$ cat src/rtl/lpc_pkg.sv
// Constants and FSM state encoding shared by the LPC synthesis and inverse filters.
package lpc_pkg;

    localparam int FRAME_LEN = 160;
    localparam int ORDER     = 10;
    localparam int DATA_W    = 16;
    localparam int COEF_W    = 16;
    localparam int COEF_FRAC = 12;
    localparam int ACC_W     = 40;
    localparam int ADDR_W    = 8;
    localparam int CNT_W     = 4;

    typedef enum logic [2:0] {
        IDLE,
        LOAD,
        MAC,
        WRITE,
        DONE
    } state_e;

endpackage

$ cat src/rtl/sfilter_mac.sv
// Multiply-accumulate datapath for the synthesis filter: Q3.12 products summed
// into a wide accumulator, then rounded half-up and saturated to the sample width.
module sfilter_mac
    import lpc_pkg::*;
(
    input  logic                     clk,
    input  logic                     reset,
    input  logic                     load_i,
    input  logic                     accum_i,
    input  logic signed [DATA_W-1:0] residue_i,
    input  logic signed [DATA_W-1:0] y_i,
    input  logic signed [COEF_W-1:0] coef_i,
    output logic signed [DATA_W-1:0] y_o
);

    localparam int PROD_W = DATA_W + COEF_W;
    localparam logic signed [ACC_W-1:0] HALF    = ACC_W'(2 ** (COEF_FRAC - 1));
    localparam logic signed [ACC_W-1:0] SAT_MAX = ACC_W'((2 ** (DATA_W - 1)) - 1);
    localparam logic signed [ACC_W-1:0] SAT_MIN = ACC_W'(-(2 ** (DATA_W - 1)));

    logic signed [ACC_W-1:0]  acc_q, acc_d;
    logic signed [PROD_W-1:0] prod;
    logic signed [ACC_W-1:0]  rounded;

    assign prod = PROD_W'(y_i) * PROD_W'(coef_i);

    // NOTE: every variable assigned in always_comb gets a default first, so no path infers a latch.
    always_comb begin
        acc_d = acc_q;
        if (load_i) begin
            acc_d = ACC_W'(residue_i) <<< COEF_FRAC;
        end else if (accum_i) begin
            acc_d = acc_q + ACC_W'(prod);
        end
    end

    // NOTE: sequential state uses non-blocking assignments only, so all registers update together.
    always_ff @(posedge clk) begin
        if (reset) begin
            acc_q <= '0;
        end else begin
            acc_q <= acc_d;
        end
    end

    // Legal coefficients keep the accumulator in range, so only the output saturates.
    always_comb begin
        rounded = (acc_q + HALF) >>> COEF_FRAC;
        if (rounded > SAT_MAX) begin
            y_o = DATA_W'(SAT_MAX);
        end else if (rounded < SAT_MIN) begin
            y_o = DATA_W'(SAT_MIN);
        end else begin
            y_o = rounded[DATA_W-1:0];
        end
    end

endmodule

$ cat src/rtl/sfilter.sv
// LPC all-pole synthesis filter: sequences one frame of residue through the
// MAC datapath and writes reconstructed speech back to the output buffer.
module sfilter
    import lpc_pkg::*;
(
    input  logic              clk,
    input  logic              reset,
    input  logic              start,
    output logic              busy,
    output logic              ready,
    output logic [ORDER-1:0]  a_rsel,
    input  logic [COEF_W-1:0] a_rdata,
    output logic [ADDR_W-1:0] residue_raddr,
    input  logic [DATA_W-1:0] residue_rdata,
    output logic [ADDR_W-1:0] y_raddr,
    input  logic [DATA_W-1:0] y_rdata,
    output logic [ADDR_W-1:0] y_waddr,
    output logic [DATA_W-1:0] y_wdata,
    output logic              y_wen
);

    state_e            state_q, state_d;
    logic [ADDR_W-1:0] n_q, n_d;
    logic [CNT_W-1:0]  k_q, k_d;
    logic [CNT_W-1:0]  k_last;
    logic [DATA_W-1:0] mac_y;

    // History before n=0 is zero, so early samples use only n taps.
    assign k_last = (n_q < ADDR_W'(ORDER)) ? n_q[CNT_W-1:0] : CNT_W'(ORDER);

    always_ff @(posedge clk) begin
        if (reset) begin
            state_q <= IDLE;
            n_q     <= '0;
            k_q     <= '0;
        end else begin
            state_q <= state_d;
            n_q     <= n_d;
            k_q     <= k_d;
        end
    end

    always_comb begin
        state_d = state_q;
        n_d     = n_q;
        k_d     = k_q;
        case (state_q)
            IDLE, DONE: begin
                if (start) begin
                    state_d = LOAD;
                    n_d     = '0;
                    k_d     = '0;
                end
            end
            LOAD: begin
                if (n_q != '0) begin
                    state_d = MAC;
                    k_d     = CNT_W'(1);
                end else begin
                    state_d = WRITE;
                end
            end
            MAC: begin
                if (k_q == k_last) begin
                    state_d = WRITE;
                end else begin
                    k_d = k_q + CNT_W'(1);
                end
            end
            WRITE: begin
                if (n_q == ADDR_W'(FRAME_LEN - 1)) begin
                    state_d = DONE;
                end else begin
                    n_d     = n_q + ADDR_W'(1);
                    state_d = LOAD;
                end
            end
            default: state_d = IDLE;
        endcase
    end

    always_comb begin
        busy          = (state_q == LOAD) || (state_q == MAC) || (state_q == WRITE);
        ready         = (state_q == DONE);
        y_wen         = (state_q == WRITE);
        residue_raddr = n_q;
        y_waddr       = n_q;
        a_rsel        = '0;
        y_raddr       = '0;
        y_wdata       = '0;
        if (state_q == MAC) begin
            a_rsel  = ORDER'(1) << (k_q - CNT_W'(1));
            y_raddr = n_q - ADDR_W'(k_q);
        end
        if (state_q == WRITE) begin
            y_wdata = mac_y;
        end
    end

    sfilter_mac u_mac (
        .clk       (clk),
        .reset     (reset),
        .load_i    (state_q == LOAD),
        .accum_i   (state_q == MAC),
        .residue_i (residue_rdata),
        .y_i       (y_rdata),
        .coef_i    (a_rdata),
        .y_o       (mac_y)
    );

endmodule
$ cat config.mk
export PLATFORM = sky130hd
export DESIGN_NAME = sfilter
export DESIGN_NICKNAME = d
export VERILOG_FILES = /design/src/rtl/lpc_pkg.sv /design/src/rtl/sfilter_mac.sv /design/src/rtl/sfilter.sv
export SDC_FILE = /design/constraint.sdc
export NUM_CORES = 1
export LEC_CHECK = 0
export CAP_MARGIN = 20
export CORE_MARGIN = 10
export CORE_UTILIZATION = 40
export CTS_BUF_LIST = sky130_fd_sc_hd__clkbuf_4 sky130_fd_sc_hd__clkbuf_8
export CTS_CLUSTER_SIZE = 8
export DETAILED_ROUTE_END_ITERATION = 8
export PLACE_DENSITY = 0.63
export SYNTH_ARGS = -nofsm -noshare
export SYNTH_HDL_FRONTEND = slang
export SYNTH_HIERARCHICAL = 1
export SYNTH_SLANG_ARGS = --single-unit
$ cat constraint.sdc
create_clock -name clk -period 21.1 [get_ports clk]
set_input_delay 4.22 -clock clk [delete_from_list [all_inputs] [get_ports clk]]
set_output_delay 4.22 -clock clk [all_outputs]
set_load 0.05 [all_outputs]
# After elaboration in Yosys (flattened, before gate mapping)
# Index checks and enable logic that the tools add are counted.
[word_totals]
reg_bits = 55
output_inout_bits = 53
elab_cells = 59
input_bits = 51
[classes]
muxes = 20
order_cmp = 3
n_reduce_logical = 12
n_addsub = 6
mul = 1
eq_ne = 11
n_shift = 1
[ops]
columns = ["operator", "count"]
rows = [
  ["40-bit 2-to-1 mux", 2],
  ["16-bit 2-to-1 mux", 3],
  ["40-bit by 13-bit adder with 40-bit output (second input constant)", 1],
  ["40-bit by 32-bit adder with 40-bit output", 1],
  ["16-bit by 16-bit multiplier with 32-bit output", 1],
  ["28-bit by 16-bit > comparator with 1-bit output (second input constant)", 1],
  ["28-bit by 16-bit < comparator with 1-bit output (second input constant)", 1],
  ["8-bit 2-to-1 mux", 3],
  ["4-bit 2-to-1 mux", 4],
  ["8-bit one-hot mux with 2 select lines", 1],
  ["3-bit one-hot mux with 4 select lines", 1],
  ["4-bit one-hot mux with 3 select lines", 1],
  ["10-bit 2-to-1 mux", 1],
  ["2-bit inequality test (second input constant)", 5],
  ["1-bit by 4-bit << shifter with 10-bit output (first input constant)", 1],
  ["3-bit 2-to-1 mux", 3],
  ["8-bit by 1-bit adder with 8-bit output (second input constant)", 1],
  ["8-bit == test (second input constant)", 1],
  ["8-bit by 4-bit < comparator with 1-bit output (second input constant)", 1],
  ["8-bit nonzero test", 1],
  ["8-bit by 4-bit subtractor with 8-bit output", 1],
  ["3-bit by 2-bit == test with 1-bit output (second input constant)", 2],
  ["4-bit by 1-bit adder with 4-bit output (second input constant)", 1],
  ["4-bit == test", 1],
  ["12 further kinds", 15],
]

# Depth between registers and ports, before layout
# Gate-level depths: netlist of run 1.
[logic_depth]
word_depth = 5
ltp_mapped = 25
depth_no_buf = 24

# Hierarchy
# Netlist of run 1, hierarchy kept.
[by_module_without_submodules]
columns = ["mod", "area_per_inst_um2", "seq_area_each_um2", "cells_per_inst", "instances"]
rows = [
  ["sfilter_mac", 14591.5, 800.8, 1640, 1],
  ["sfilter", 1555.2, 300.3, 203, 1],
]

# Worst setup path before layout of run 1
# No wires, ideal clock.
[synth_path]
kind = "input to register"
from = "in a_rdata[5]"
to = "reg u_mac.acc_q[39]"
setup_time_ps = 130
n_path_buf = 1
arrival_time_ps = 10474
setup_slack_ps = 10496
path_stages = 23
cell_sequence = "clkbuf_1 > nand2_1 > fa_1 > inv_1 > fa_1 > inv_1 > fa_1 > fa_1 > inv_1 > fa_1 > inv_1 > fa_1 > inv_1 > ha_1 > a21oi_1 > o21ai_0 > a211oi_1 > a21oi_1 > o21a_1 > a211o_1 > o31ai_1 > xnor2_1 > o22ai_1"
[synth_via]
elab_chain_len = 4
[synth_rtl]
columns = ["element", "line_no", "rtl"]
rows = [
  ["from (decl)", "sfilter.sv:12", "input logic [COEF_W-1:0] a_rdata,"],
  ["16-bit by 16-bit multiplier with 32-bit output", "sfilter_mac.sv:25", "assign prod = PROD_W'(y_i) * PROD_W'(coef_i);"],
  ["40-bit by 32-bit adder with 40-bit output", "sfilter_mac.sv:33", "acc_d = acc_q + ACC_W'(prod);"],
  ["40-bit 2-to-1 mux", "sfilter_mac.sv:32", "end else if (accum_i) begin"],
  ["40-bit 2-to-1 mux", "sfilter_mac.sv:30", "if (load_i) begin"],
  ["to (signal assigned)", "sfilter_mac.sv:40", "acc_q <= '0;"],
  ["to (signal assigned)", "sfilter_mac.sv:42", "acc_q <= acc_d;"],
  ["to (decl)", "sfilter_mac.sv:21", "logic signed [ACC_W-1:0] acc_q, acc_d;"],
]
# Every way passes these cells. The select of a mux whose other input is x is not followed.
# A chain may end at the register's enable or synchronous reset.

# Worst setup path in the final report of run 1
[layout_path]
from = "in a_rdata[4]"
to = "reg u_mac.acc_q[39]"
# The elaborated chain is that of the path after synthesis.

==> run_results.csv, run 1 <==
group,metric,value,unit
synthesis,synthFlopType,"dfxtp_1",
routing,drt_wl_total,40220,um
clock_tree,cts_hold_buf,0,
floorplan,die_w,220.9,um
floorplan,start_util,40.55,%
status,status,"finished, final reports clean",
final_layout,nFillCells,4012,
routing,drc_errors,0,
timing,setup_tns,0,ps
clock_tree,root_buffer,"clkbuf_8",
critical_path,cp-start-kind,"primary input",
floorplan,ios,104,
critical_path,cp_num_cells,23,
global_route,grt.total_usage,16.69,%
synthesis,synth_area_per_cell,8.761,sq um
global_route,antenna_found_initial,2,
global_route,grt_pass1_wl,67710,um
clock_tree,clk_latency,320,ps
flow_run,cap_violations,0,
critical_path,crit_fanout,16,
critical_path,arrival,11670,ps
timing,period_needed,11450,ps
routing,dr.pass1.iters,5,
floorplan,fp.dieH,220.9,um
critical_path,slowest_stage,"clkdlybuf4s50_1",
synthesis,yosysUniqueCellTypes,72,
synthesis,synth_common_cells,"inv_1 (416), fa_1 (331), nand2_1 (170), and2_1 (137), ha_1 (128)",
hold_path,hold_path_depth,2,
critical_path,end_kind,"flip-flop",
global_route,globalRoute.totalOverflow,0,
floorplan,dieArea,48800,sq um
floorplan,core,39820,sq um
floorplan,row_count,73,
clock_tree,clockBufferDepth,2,
synthesis,synth-seq-cells,55,
critical_path,ff2ff_path_depth,17,
critical_path,required,21310,ps
clock_tree,cts.sinks,55,
final_layout,final_area,17640,sq um
critical_path,cp_slowest_stage_delay,850,ps
critical_path,crit_family,"adder cells",
synthesis,synth_top_area_share,41.04,%
synthesis,yosysSeqAreaShare,6.819,%
final_layout,drive_above_1_share,2.121,%
critical_path,path_cells,"clkdlybuf4s50_1 -> nand2_1 -> fa_1 -> inv_1 -> fa_1 -> inv_1 -> fa_1 -> fa_1 -> inv_1 -> fa_1 -> inv_1 -> fa_1 -> inv_1 -> ha_1 -> a21oi_1 -> o21ai_0 -> a211oi_1 -> a21oi_1 -> o21a_1 -> a211o_1 -> o31ai_1 -> xnor2_1 -> o22ai_1",
routing,post_drt_via_cell_ratio,5.068,
hold_path,hold_class,"reg -> reg",
critical_path,cp_common_cell,"fa_1",
critical_path,setup.worst_path.class,"in -> reg",
timing,min_period_over_period,54.27,%
final_layout,final_cells,2413,
routing,vias,12230,
timing,setup_viol,0,
clock_tree,clk_pin_slew,110,ps
timing,fmax,87.32,MHz
global_route,grt_max_degree,47,
synthesis,syn_inst,1843,
critical_path,path_buf_inv,6,
synthesis,synth.cell_area,16150,sq um
timing,rsz0062_at_grt,"false",
routing,ant_nets,0,
timing,finalClockSkew,8.122,ps
global_route,grt_pass1_vias,13330,
timing,tightest_slew,855.5,ps
synthesis,ys_top_cells_by_area,"fa_1 (41%), ha_1 (9.9%), inv_1 (9.7%)",
timing,maxSlewViolCount,0,
clock_tree,cts_buffers,5,
clock_tree,cts_repair_resize_count,0,
placement,gp_congestion,0.8907,
clock_tree,cts_max_level,2,
routing,post_drt_wl_per_cell,16.67,um
synthesis,synth.net_count,2353,
timing,hold_viol,0,
placement,hpwlAfterDp,34200,um
synthesis,yosysTopAreaCell,"fa_1",
placement,dp_cells,2403,
final_layout,nNetsFinal,2395,
placement,port_buffers,103,
synthesis,synth_warnings,6,
synthesis,synth_edf_count,0,
clock_tree,cts_tree,"done",
placement,placed_area,17550,sq um
synthesis,synth.most_common_cell,"inv_1",
synthesis,async_flop_share,0,%
clock_tree,postCtsSetupBuffers,0,
final_layout,area_growth,9.260,%
routing,first_iter_violations,736,
timing,relSlewSlack,42.87,%
-- layout by cell type (no fill, tap or decap), types with 4 or more instances in the layout --
master	n
nor3_2	4
and3_1	19
o22ai_1	4
ha_1	128
clkdlybuf4s50_1	103
or3_1	6
or2_2	7
xor2_1	24
and2_1	137
o21ai_1	9
nand3_1	23
a22oi_1	4
fa_1	330
clkbuf_8	5
o21ai_0	43
o21bai_1	4
a21oi_1	69
a21o_1	15
nand2b_1	7
a31oi_1	10
a211oi_1	22
mux2i_1	17
inv_1	415
o31ai_1	8
o21a_1	6
dfxtp_1	55
nand2_1	170
nand4_1	8
nor2_1	92
nor2b_1	6
xnor2_1	49
nor3_1	17
-- state kept, by name, indices dropped and copies added, names as in the netlist --
signal and flops:
state_q 3, k_q 4, residue_raddr 8, u_mac/acc_q 40
-- cell type report --
cell class / count / area (sq um) / share of cell area (%)
multi-input cells: 1300 / 13170 / 74.65
inverters: 417 / 1565 / 8.872
flip-flops and latches: 55 / 1101 / 6.241
repair buffers: 106 / 1054 / 5.972
well taps: 525 / 656.9 / 3.723
clock buffers: 5 / 68.82 / 0.3901
clock inverters: 3 / 22.52 / 0.1277
diodes: 2 / 5.005 / 0.02837
-- per-stage QoR --
step           hold slack [ps]  util, %  setup slack [ps]
2_1_floorplan            459.9        -             10500
3_3_place_gp             485.2    44.06              9461
3_5_place_dp             502.0    44.06              9255
4_1_cts                  529.6    44.29              9593
5_1_grt                  557.7    44.30              9036
6_report                 531.1    44.30              9648
-- path summary, 6_finish.rpt --
check / startpoint / end / slack [ps]
max: a_rdata[4] / u_mac/acc_q[39]$_SDFFE_PP0P_ / 9650
min: u_mac/acc_q[0]$_SDFFE_PP0P_ / u_mac/acc_q[0]$_SDFFE_PP0P_ / 530
max reg2reg: u_mac/acc_q[11]$_SDFFE_PP0P_ / u_mac/acc_q[32]$_SDFFE_PP0P_ / 15520
min reg2reg: u_mac/acc_q[0]$_SDFFE_PP0P_ / u_mac/acc_q[0]$_SDFFE_PP0P_ / 530
-- worst min-delay path: stages (launching register included) --
cell	delay (ps)
dfxtp_1	360
mux2i_1	70
nor2_1	70
-- metal layers --
metal  global-route usage, %  part of all wire [%]
met1                   19.26                    40
met5                       0                     0
met4                   4.249                   2.4
met2                   32.25                    56
met3                   1.292                   2.2
-- kinds of logic (layout without fill, tap and decap cells) --
family	count (synthesis)	count (layout)	share of synthesized area (%)
and+or+nand+nor	521	521	16.33
buffers and inverters	488	531	11.67
adders and majority gates	459	459	50.96
AOI/OAI and AO/OA	227	227	9.004
xor gates and xnor gates	73	73	3.960
DFF	55	55	6.819
muxes	20	20	1.263
other	0	2	0
Power of run 1 is left out: the tool's default activity adds up to more than one toggle a clock period on the data nets, which glitch-free logic cannot reach.
==> inputs of run 2 (changes only) <==
--- a/config.mk
+++ b/config.mk
@@ -11,7 +11,7 @@
 export CTS_BUF_LIST = sky130_fd_sc_hd__clkbuf_4 sky130_fd_sc_hd__clkbuf_8
 export CTS_CLUSTER_SIZE = 8
 export DETAILED_ROUTE_END_ITERATION = 8
-export PLACE_DENSITY = 0.63
+export PLACE_DENSITY = 0.65
 export SYNTH_ARGS = -nofsm -noshare
 export SYNTH_HDL_FRONTEND = slang
 export SYNTH_HIERARCHICAL = 1
==> constraint.sdc (replaced) <==
create_clock -name clk -period 10.5 [get_ports clk]
set_input_delay 2.1 -clock clk [delete_from_list [all_inputs] [get_ports clk]]
set_output_delay 2.1 -clock clk [all_outputs]
set_load 0.05 [all_outputs]
==> run 2 against run 1 <==
Critical path depth did not move. Non-clock buffer count up 10. Via count is 0.23% higher. Die area is the same. Sequential share of layout area barely moved. Clock-buffer cell count is 1 higher. Worst setup slack got worse by 8500 ps. Clock skew increased by 7.2 ps. Routed wire length grew 0.40%. Cell count grew 0.41%. Sequential cell count unchanged. Core utilization is 0.22 points higher. Highest routed layer unchanged.
==> run_results.csv, run 2 (same netlist as run 1, synthesis figures left out) <==
group,metric,value,unit
floorplan,row_count,73,
critical_path,end_kind,"flip-flop",
timing,min_period_over_period,88.63,%
critical_path,setup.worst_path.class,"in -> reg",
final_layout,nNetsFinal,2405,
timing,relSlewSlack,41.30,%
final_layout,nFillCells,3868,
routing,vias,12260,
final_layout,drive_above_1_share,2.637,%
floorplan,dieArea,48800,sq um
final_layout,final_cells,2423,
final_layout,layout_common_cells,"inv_1 (415), fa_1 (330), nand2_1 (170), and2_1 (137), ha_1 (128)",
clock_tree,clockBufferDepth,2,
routing,drt_wl_total,40380,um
status,status,"finished, final reports clean",
timing,setup_tns,0,ps
critical_path,required,10710,ps
floorplan,fp.dieH,220.9,um
timing,setup_viol,0,
placement,dp_cells,2413,
final_layout,multiInputGateArea,13170,sq um
critical_path,arrival,9520,ps
routing,drc_errors,0,
clock_tree,root_buffer,"clkbuf_8",
timing,period_needed,9307,ps
final_layout,final_area,17730,sq um
routing,first_iter_violations,659,
routing,dr.pass1.iters,5,
timing,layout_setup_ws,1193,ps
clock_tree,clk_latency,320,ps
global_route,grt_pass1_vias,13670,
placement,hpwlAfterDp,34240,um
placement,placed_area,17620,sq um
final_layout,area_growth,9.795,%
routing,ant_nets,0,
clock_tree,cts_buffers,5,
timing,tightest_slew,878.9,ps
global_route,grt_max_degree,47,
timing,hold_viol,0,
critical_path,cp-start-kind,"primary input",
final_layout,largest_reg_flops,40,
flow_run,cap_violations,0,
floorplan,ios,104,
clock_tree,postCtsSetupBuffers,0,
clock_tree,cts_max_level,2,
global_route,antenna_found_initial,2,
critical_path,crit_fanout,16,
floorplan,die_w,220.9,um
routing,post_drt_via_cell_ratio,5.059,
global_route,grt_pass1_wl,68570,um
global_route,grt.total_usage,16.82,%
placement,place_ws,860.5,ps
global_route,globalRoute.totalOverflow,0,
timing,maxSlewViolCount,0,
clock_tree,clk_pin_slew,120,ps
clock_tree,cts_hold_buf,0,
final_layout,final_common_cell,"inv_1",
routing,post_drt_wl_per_cell,16.66,um
placement,port_buffers,103,
floorplan,core,39820,sq um
placement,gp_congestion,0.9104,
floorplan,start_util,40.55,%
timing,rsz0062_at_grt,"false",
final_layout,regMostFlops,"u_mac/acc_q",
timing,fmax,107.5,MHz
clock_tree,cts_tree,"done",
hold_path,hold_class,"reg -> reg",
final_layout,regArea,1101,sq um
clock_tree,cts.sinks,55,
timing,finalClockSkew,15.29,ps
clock_tree,cts_repair_resize_count,0,
-- run 2: cell types whose count changed in the layout (fill, tap and decap cells not counted), sizes merged --
cell / before / now
buf: 3 / 13
clkbuf: 5 / 6
inv: 418 / 417
-- run 2: layout make-up --
cell class / instances / area share (%)
multi-input cells: 1300 / 74.28
inverters: 417 / 8.829
repair buffers: 116 / 6.366
flip-flops and latches: 55 / 6.211
well taps: 525 / 3.705
clock buffers: 6 / 0.4658
clock inverters: 2 / 0.1129
diodes: 2 / 0.02823
-- run 2: metrics by stage --
step	util [%]	hold WS, ps
floorplan	-	459.9
global placement	44.25	484.5
detailed placement	44.25	499.7
CTS	44.50	527.9
global route	44.52	538.1
finish	44.52	524.5
-- run 2: final timing paths --
kind                           startpoint                           end  slack (ps)  cells after the start
min reg2reg   u_mac/acc_q[4]$_SDFFE_PP0P_   u_mac/acc_q[4]$_SDFFE_PP0P_         520                      2
max reg2reg  u_mac/acc_q[15]$_SDFFE_PP0P_  u_mac/acc_q[38]$_SDFFE_PP0P_        4870                     19
min           u_mac/acc_q[4]$_SDFFE_PP0P_   u_mac/acc_q[4]$_SDFFE_PP0P_         520                      2
max                            a_rdata[7]  u_mac/acc_q[39]$_SDFFE_PP0P_        1190                     23
-- run 2: routing by layer --
metal	vias up	share of wire (%)	track usage, %
met5	-	0	0
met4	0	1.8	3.325
met3	38	1.7	1.028
met2	161	56	32.98
met1	6303	40	19.54
li1	5756	-	-
-- run 2: worst max-delay path, stage by stage --
cell	delay, ps
clkdlybuf4s50_1	780
nand2_1	290
inv_1	110
fa_1	700
inv_1	110
fa_1	710
fa_1	530
fa_1	800
inv_1	180
fa_1	560
inv_1	50
fa_1	520
inv_1	40
ha_1	360
a21oi_1	150
o21ai_0	160
a211oi_1	240
a21oi_1	120
o21a_1	180
a211o_1	290
o31ai_1	270
xnor2_1	160
o22ai_1	90
Power of run 2 is left out for the same reason.
